`src/rtl/vote_monitor.sv`:
```
`default_nettype none
// ============================================================================
//  Module      : vote_monitor
//  Description : Qualifies 2-of-3 voter output, tracks voter health
//                (OK/DEGRADED/FAULT) and counts non-unanimous samples.
//  Revision    : 1.0  initial release
// ============================================================================
module vote_monitor #(
    parameter int W             = 2,
    parameter int FAIL_LIMIT    = 4,
    parameter int RECOVER_LIMIT = 8,
    parameter int CNT_W         = 8
) (
    input  logic             clk,
    input  logic             rst_n,
    input  logic             valid_in,
    input  logic [W-1:0]     major,
    input  logic [1:0]       flags,
    input  logic             clear,
    output logic [W-1:0]     data_out,
    output logic             data_valid,
    output logic [1:0]       state,
    output logic [CNT_W-1:0] err_cnt,
    output logic             fault
);

    localparam int c_GOOD_W = $clog2(RECOVER_LIMIT + 1);
    localparam int c_FAIL_W = $clog2(FAIL_LIMIT + 1);
    localparam logic [c_GOOD_W-1:0] c_RECOVER = c_GOOD_W'(RECOVER_LIMIT);
    localparam logic [c_FAIL_W-1:0] c_FAIL    = c_FAIL_W'(FAIL_LIMIT);

    typedef enum logic [1:0] {
        ST_OK       = 2'b00,
        ST_DEGRADED = 2'b01,
        ST_FAULT    = 2'b10,
        ST_ILLEGAL  = 2'b11
    } state_t;

    state_t              r_state;
    logic [c_GOOD_W-1:0] r_good_run;
    logic [c_FAIL_W-1:0] r_fail_run;

    logic                w_unan;
    logic                w_none;
    logic [c_GOOD_W-1:0] w_good_next;
    logic [c_FAIL_W-1:0] w_fail_next;
    logic [CNT_W-1:0]    w_err_next;
    state_t              w_state_next;

    // flags=01 is illegal and deliberately folded into the "none" class
    assign w_unan = (flags == 2'b11);
    assign w_none = ~flags[1];

    assign w_good_next = !w_unan ? '0 :
                         (r_good_run == c_RECOVER) ? r_good_run : r_good_run + c_GOOD_W'(1);
    assign w_fail_next = !w_none ? '0 :
                         (r_fail_run == c_FAIL) ? r_fail_run : r_fail_run + c_FAIL_W'(1);
    assign w_err_next  = (!w_unan && (err_cnt != {CNT_W{1'b1}})) ? err_cnt + CNT_W'(1) : err_cnt;

    // Transition for an accepted sample, using run lengths that include it
    always_comb begin
        w_state_next = r_state;
        case (r_state)
            ST_OK: begin
                if (w_fail_next == c_FAIL)
                    w_state_next = ST_FAULT;
                else if (!w_unan)
                    w_state_next = ST_DEGRADED;
            end
            ST_DEGRADED: begin
                if (w_good_next == c_RECOVER)
                    w_state_next = ST_OK;
                else if (w_fail_next == c_FAIL)
                    w_state_next = ST_FAULT;
            end
            ST_FAULT:   w_state_next = ST_FAULT;
            default:    w_state_next = ST_FAULT;
        endcase
    end

    always_ff @(posedge clk or negedge rst_n) begin
        if (!rst_n) begin
            r_state    <= ST_OK;
            r_good_run <= '0;
            r_fail_run <= '0;
            data_out   <= '0;
            data_valid <= 1'b0;
            err_cnt    <= '0;
            fault      <= 1'b0;
        end else if (clear) begin
            r_state    <= ST_OK;
            r_good_run <= '0;
            r_fail_run <= '0;
            data_valid <= 1'b0;
            err_cnt    <= '0;
            fault      <= 1'b0;
        end else if (valid_in) begin
            r_state    <= w_state_next;
            r_good_run <= w_good_next;
            r_fail_run <= w_fail_next;
            err_cnt    <= w_err_next;
            fault      <= (w_state_next == ST_FAULT);
            if ((r_state == ST_OK || r_state == ST_DEGRADED) && !w_none) begin
                data_out   <= major;
                data_valid <= 1'b1;
            end else begin
                data_valid <= 1'b0;
            end
        end else begin
            data_valid <= 1'b0;
            if (r_state == ST_ILLEGAL) begin
                r_state <= ST_FAULT;
                fault   <= 1'b1;
            end
        end
    end

    assign state = r_state;

endmodule
`default_nettype wire

```
`config.mk`:
```
export PLATFORM = sky130hd
export DESIGN_NAME = vote_monitor
export DESIGN_NICKNAME = d
export VERILOG_FILES = /design/src/rtl/vote_monitor.sv
export SDC_FILE = /design/constraint.sdc
export NUM_CORES = 1
export LEC_CHECK = 0
export CELL_PAD_IN_SITES_DETAIL_PLACEMENT = 1
export CELL_PAD_IN_SITES_GLOBAL_PLACEMENT = 1
export CORE_MARGIN = 2
export CORE_UTILIZATION = 42
export CTS_CLUSTER_SIZE = 14
export DETAILED_ROUTE_END_ITERATION = 7
export GPL_TIMING_DRIVEN = 0
export HOLD_SLACK_MARGIN = 0.02
export PLACE_DENSITY = 0.85
export RECOVER_POWER = 25
export SLEW_MARGIN = 20
export SYNTH_ARGS = -nofsm -noshare
export SYNTH_HDL_FRONTEND = slang
export SYNTH_SLANG_ARGS = --single-unit
```
`constraint.sdc`:
```
create_clock -name clk -period 2.6 [get_ports clk]
set_input_delay 0.52 -clock clk [delete_from_list [all_inputs] [get_ports clk]]
set_output_delay 0.52 -clock clk [all_outputs]
set_load 0.02 [all_outputs]
```
==> key figures, run 1 <==
Status
  – Status: complete, no violations

Finish
  – Seq. cell area: 526 um2
  – ANT cells: 0
  – Multi-input logic area: 618 um2
  – Area grow syn2layout: 20.6%
  – Post-route cell area: approximately 1400 um2
  – Filler cells: 328
  – Share of layout cells above drive strength 1: 6.08%
  – Layout Nets: ~160

Yosys
  – Async set-reset flop share out of synthesis: between 90% and 100%
  – Largest family of logic cells by synthesized area: simple AND/OR/NAND/NOR gates
  – Synthesized cell area: roughly 1200 um2
  – Synth Area in Compound Gates: between 15 and 20%
  – Mux cell area share after synthesis: under 10%
  – Top_reg_cell synth: dfrtp_1
  – Synth Area in XOR/XNOR: 2.21%
  – Syn_area_per_cell: ~9.4 um2
  – Register area share after synthesis: 44.2%
  – Net Count, Synth: 139
  – Yosys warnings: 0
  – Synth Area in Simple Gates: 23.2%
  – Post-synthesis adder-cell area fraction: 5.26%
  – FF+latch count, synth: 21
  – Syn Inst Count: approximately 130
  – Post-synth EDFFs: 0
  – Synth cell types: 41

Clock network
  – Inserted Clock Buffers: 3
  – Skew-Pair Late Insertion Delay: about 0.31 ns
  – Post-CTS Hold Buffers: 0
  – Post_cts resized: 0
  – CTS clock-pin slew for the worst setup and hold paths: about 0.12 ns
  – TritonCTS Sinks: 21
  – Htree depth: 1
  – Clk root buf: clkbuf_4
  – Clock Path Buffers: 2
  – CTS tree: built
  – Setup bufs post-CTS: 0

Pwr
  – Net Sw Frac: approximately 29%
  – Sequential power share: between 50% and 60%
  – Combinational Power Share: between 15 and 20%
  – Pwr per Cell Area: roughly 440 nW/um2
  – Static leakage: 0.000601 uW
  – Maximum vdd drop: roughly 0.40 mV
  – Clock power frac: 25.9%
  – Int Pwr: between 400 and 500 uW
  – Switch Pwr: approximately 180 uW

Critical path
  – FF-to-FF path depth: 5
  – Worst r2r src: err_cnt[0]
  – Crit. Startpoint: err_cnt[0]
  – CP max stage delay: between 0.6 and 0.7 ns
  – Crit path DAT: approximately 1.4 ns
  – R2r setup slk: 1.00 ns
  – Critical Path End Type: primary output
  – CP max stage cell: clkdlybuf4s50_1
  – Critical path depth: 1
  – Worst r2r dst: err_cnt[1]
  – Critical path class: reg2out
  – CP required: roughly 2.1 ns
  – Crit-path cells: clkdlybuf4s50_1
  – Worst Path Max Fanout: 4
  – Crit start category: flip-flop
  – Delay-heaviest family, CP: buffers and inverters
  – CP Buf/Inv Count: 1
  – Worst setup path end: err_cnt[0]

Floorplan
  – Initial Util: 43.5%
  – Core outline area: roughly 2700 um2
  – Chip height: ~57 um
  – # IOs: 22
  – DIE WIDTH: between 50 and 60 um
  – Cell Rows: 19
  – Die area: 3270 um2

Global routing
  – Grt total ovfl: 0
  – Largest net degree at the start of global routing: 22
  – Initial antenna violation count: 0
  – Vias in the first global route: 1,081
  – First-pass GRT wire length: around 5000 um
  – Total GRT Usage: slightly below 20%

Drt
  – Pre-antenna DRT Iters: 4
  – Via count: between 1,000 and 1,500
  – Wire per inst: between 15 and 20 um
  – DRC Markers: 0
  – Via density: around 5.9
  – Detailed router's first-iteration violation count: 40
  – Final WL: 2940 um
  – Antenna Nets Post-Route: 0

Flow run
  – Total of max-cap violations: 0

Timing
  – Final hold violations: 0
  – RSZ-0062 raised after global routing: false
  – Pin slew with the least headroom to its limit: about 0.96 ns
  – Slew headroom: between 30% and 40%
  – Final Setup Violations: 0
  – Post-route minimum period: around 2 ns
  – Fmax: about 510 MHz
  – Post-Route Setup TNS: 0 ns
  – Final cycle utilization of the critical path: 75.2%
  – Max Slew Vio Count: 0
  – Fin Clk Skew: between 0.007 and 0.008 ns

Worst hold path
  – Hold crit path type: in2reg

Placed design
  – Port bufs: 18
  – DP HPWL: 2260 um
  – Placed inst area: 1410 um2
  – Routability cong.: between 0.7 and 0.8
==> area by class of cell <==
cell class	count	area share, %
timing repair buffer	18	12.6
tap	31	2.70
buffer	5	1.66
multi-input combinational	94	43.1
inverter	6	1.57
clock buffer	4	1.83
sequential	21	36.6
==> metrics by stage <==
step           setup WS (ns)  hold WS (ns)  utilization (%)  total power [uW]  cells
6_report               0.645         0.522             52.5               630    179
5_1_grt                0.612         0.544             52.5               657    179
4_1_cts                0.640         0.528             52.5               634    179
3_5_place_dp           0.495         0.516             51.5               475    175
3_3_place_gp           0.549         0.495             51.5               469    175
2_1_floorplan           1.05         0.224                -               420    126
==> sequential cells by signal (all words and copies together) (netlist names) <==
name        cells
data_out        2
r_good_run      4
err_cnt         8
r_fail_run      3
data_valid      1
state           2
fault           1
==> layer usage <==
layer | vias to the layer above | wire [um] | global-route usage, %
li1 | 505 | - | -
met1 | 525 | 1280 | 25.6
met2 | 19 | 1540 | 33.3
met3 | 4 | 87 | 3.17
met4 | 0 | 25 | 4.65
met5 | - | 0 | 0
==> worst min path at each step <==
stage,from,end,slack (ns),cells past startpoint
floorplan,rst_n,data_out[0],0.22,0
global placement,data_out[0],data_out[0],0.50,1
detailed placement,data_out[0],data_out[0],0.52,1
CTS,valid_in,r_fail_run[1],0.53,3
global route,valid_in,r_fail_run[1],0.54,3
finish,valid_in,r_fail_run[1],0.52,3
==> kinds of logic after synthesis <==
family / Yosys count
AOI/OAI and AO/OA: 31
xor gates and xnor gates: 3
adders and majority gates: 5
buffers and inverters: 11
DFF: 21
muxes: 3
and+or+nand+nor: 52
==> cells in the mapped netlist, types with 2 or more instances <==
| cell type | count | area [um2] |
|---|---|---|
| or3_1 | 2 | 12.5 |
| a211oi_1 | 4 | 30.0 |
| and3_1 | 3 | 18.8 |
| a21oi_1 | 8 | 40.0 |
| xor2_1 | 2 | 17.5 |
| nor2b_1 | 2 | 12.5 |
| nand3_1 | 5 | 25.0 |
| nor2_1 | 12 | 45.0 |
| nand3b_1 | 2 | 15.0 |
| inv_1 | 6 | 22.5 |
| dfrtp_1 | 21 | 526 |
| ha_1 | 5 | 62.6 |
| nand2_1 | 10 | 37.5 |
| clkbuf_1 | 2 | 7.51 |
| o31ai_1 | 2 | 15.0 |
| nor3_1 | 7 | 35.0 |
| nand4_1 | 2 | 12.5 |
| o21ai_0 | 5 | 25.0 |
| a211o_1 | 2 | 17.5 |
| o2111ai_1 | 2 | 17.5 |
| mux2_2 | 2 | 22.5 |
==> layout by cell type (no fill, tap or decap), drive strengths merged, types with 4 or more instances in the layout <==
master,n
dfrtp,21
clkdlybuf4s50,16
nor2,12
nand2,10
a21oi,8
nor3,7
clkbuf,7
inv,6
nand3,5
o21ai,5
ha,5
a211oi,4
==> power by group through the flow <==
stage / clock [uW] / combinational, uW / sequential, uW
2_1_floorplan: 0 / 46.0 / 374
5_1_grt: 178 / 123 / 356
4_1_cts: 165 / 115 / 355
6_report: 163 / 112 / 354
3_5_place_dp: 0 / 114 / 361
3_3_place_gp: 0 / 110 / 359
Note: power is estimated with default switching activity, not from simulation.
==> run 2: changes to the inputs <==
CORE_UTILIZATION = 39   (was 42)
PLACE_DENSITY = 0.8   (was 0.85)
clock period = 2 ns   (was 2.6 ns; I/O delays follow)
==> key figures, run 2 (synthesized netlist as in run 1, its figures left out) <==
Finish
  – Max reg flops: 8 (unchanged)
  – ANT cells: 0 (unchanged)
  – Share of layout cells above drive strength 1: 6.08% (unchanged)
  – Layout Nets: 162 (unchanged)
  – Area grow syn2layout: 20.8% (was 20.6%)
  – Commonest non-fill, non-tap cell in the layout: dfrtp_1 (unchanged)
  – Core Util, Final: 48.3% (was 52.5%)
  – Biggest register: err_cnt (unchanged)
  – Filler cells: 360 (was 328)
  – Commonest non-fill, non-tap cells in the layout: 21 x dfrtp_1, 16 x clkdlybuf4s50_1, 12 x nor2_1 (unchanged)
  – Largest regs: err_cnt (8), r_good_run (4), r_fail_run (3) (unchanged)

Critical path
  – Crit path DAT: 1.42 ns (was 1.44 ns)
  – Worst Path Max Fanout: 4 (unchanged)
  – CP Buf/Inv Count: 1 (unchanged)
  – Delay-heaviest family, CP: buffers and inverters (unchanged)
  – CP required: 1.60 ns (was 2.08 ns)
  – Critical path class: reg2out (unchanged)
  – Critical Path End Type: primary output (unchanged)
  – Crit-path cells: clkdlybuf4s50_1 (unchanged)
  – Crit start category: flip-flop (unchanged)
  – CP max stage delay: 0.65 ns (was 0.66 ns)
  – CP max stage cell: clkdlybuf4s50_1 (unchanged)

Drt
  – Antenna Nets Post-Route: 0 (unchanged)
  – Pre-antenna DRT Iters: 4 (unchanged)
  – Via count: 1,026 (was 1,053)
  – Via density: 5.67 (was 5.88)
  – DRC Markers: 0 (unchanged)
  – Wire per inst: 16.4 um (about the same)
  – Detailed router's first-iteration violation count: 30 (was 40)
  – Final WL: 2970 um (was 2940 um)

Timing
  – Post-Route Setup TNS: 0 ns (unchanged)
  – RSZ-0062 raised after global routing: false (unchanged)
  – Pin slew with the least headroom to its limit: 0.976 ns (was 0.956 ns)
  – Fmax: about 550 MHz
  – Slew headroom: 34.7% (was 36.1%)
  – Final hold violations: 0 (unchanged)
  – Fin Clk Skew: 0.00313 ns (was 0.00792 ns)
  – Post-route minimum period: roughly 1.8 ns
  – Final Setup Violations: 0 (unchanged)
  – Final cycle utilization of the critical path: roughly nine tenths
  – Max Slew Vio Count: 0 (unchanged)
  – Post-route worst hold slack: 0.427 ns (was 0.522 ns)

Placed design
  – DP HPWL: 2200 um (was 2260 um)
  – Routability cong.: 0.791 (was 0.742)
  – Port bufs: 18 (unchanged)

Global routing
  – First-pass GRT wire length: 5270 um (was 4990 um)
  – Vias in the first global route: 1,136 (was 1,081)
  – Grt total ovfl: 0 (unchanged)
  – Initial antenna violation count: 0 (unchanged)
  – Total GRT Usage: 19.8% (was 19.4%)
  – Largest net degree at the start of global routing: 22 (unchanged)

Flow run
  – Total of max-cap violations: 0 (unchanged)

Clock network
  – Post-CTS Hold Buffers: 0 (unchanged)
  – Skew-Pair Late Insertion Delay: 0.31 ns (about the same)
  – Htree depth: 1 (unchanged)
  – CTS clock-pin slew for the worst setup and hold paths: 0.12 ns (about the same)
  – Clk root buf: clkbuf_4 (unchanged)
  – Post_cts resized: 0 (unchanged)
  – Setup bufs post-CTS: 0 (unchanged)
  – TritonCTS Sinks: 21 (unchanged)
  – CTS tree: built (unchanged)
  – Inserted Clock Buffers: 3 (unchanged)
  – Clock Path Buffers: 2 (unchanged)

Pwr
  – Maximum vdd drop: 0.436 mV (was 0.397 mV)
  – Design Power: 820 uW (was 630 uW)
  – Pwr per Cell Area: 571 nW/um2 (was 439 nW/um2)
  – Static leakage: 0.000601 uW (unchanged)

Floorplan
  – Die area: 3510 um2 (was 3270 um2)
  – DIE WIDTH: 59.2 um (was 57.2 um)
  – Cell Rows: 20 (was 19)
  – # IOs: 22 (unchanged)
  – Core outline area: 2980 um2 (was 2730 um2)
  – Chip height: 59.2 um (was 57.2 um)
  – Initial Util: 40.0% (was 43.5%)

Status
  – Status: complete, no violations (unchanged)

Worst hold path
  – Hold crit path type: in2reg (unchanged)
run 2: worst paths after layout:
check,start,endpoint,slack [ns],cells past startpoint
setup / recovery,err_cnt[0],err_cnt[0],0.18,1
min in group asynchronous,rst_n,err_cnt[1],0.68,1
setup reg to reg,err_cnt[0],err_cnt[1],0.41,5
hold reg to reg,data_out[0],data_out[0],0.54,1
max in group asynchronous,rst_n,r_good_run[2],0.73,1
hold / removal,valid_in,r_fail_run[1],0.43,3
run 2: metrics by stage:
stage          cells  instance area (um2)  worst slack, ns
2_1_floorplan    126                 1190            0.469
3_3_place_gp     177                 1410           0.0705
3_5_place_dp     177                 1410           0.0192
4_1_cts          181                 1440            0.159
5_1_grt          181                 1440            0.107
6_report         181                 1440            0.176
run 2: where the power goes:
| part | switching (uW) | total (uW) | internal [uW] |
|---|---|---|---|
| Combinational | 83.0 | 147 | 64.0 |
| Sequential | 18.7 | 462 | 443 |
| Clock | 134 | 212 | 77.8 |
| Total | 236 | 820 | 585 |
run 2: per-layer routing:
metal  share of wire, %  track usage (%)  vias to the layer above  routed length [um]
li1                   -                -                      502                   -
met1                 47             25.6                      504                1400
met2                 49             33.4                       18                1460
met3                2.9             4.37                        2                  87
met4               0.74             4.87                        0                  22
met5                  0                0                        -                   0
run 2: cell type report:
cell class / count / area, um2 / share of cell area (%)
tap: 33 / 41.3 / 2.87
buffer: 5 / 23.8 / 1.65
clock buffer: 4 / 26.3 / 1.83
sequential: 21 / 526 / 36.6
inverter: 6 / 22.5 / 1.57
multi-input combinational: 94 / 618 / 43.0
timing repair buffer: 18 / 180 / 12.5
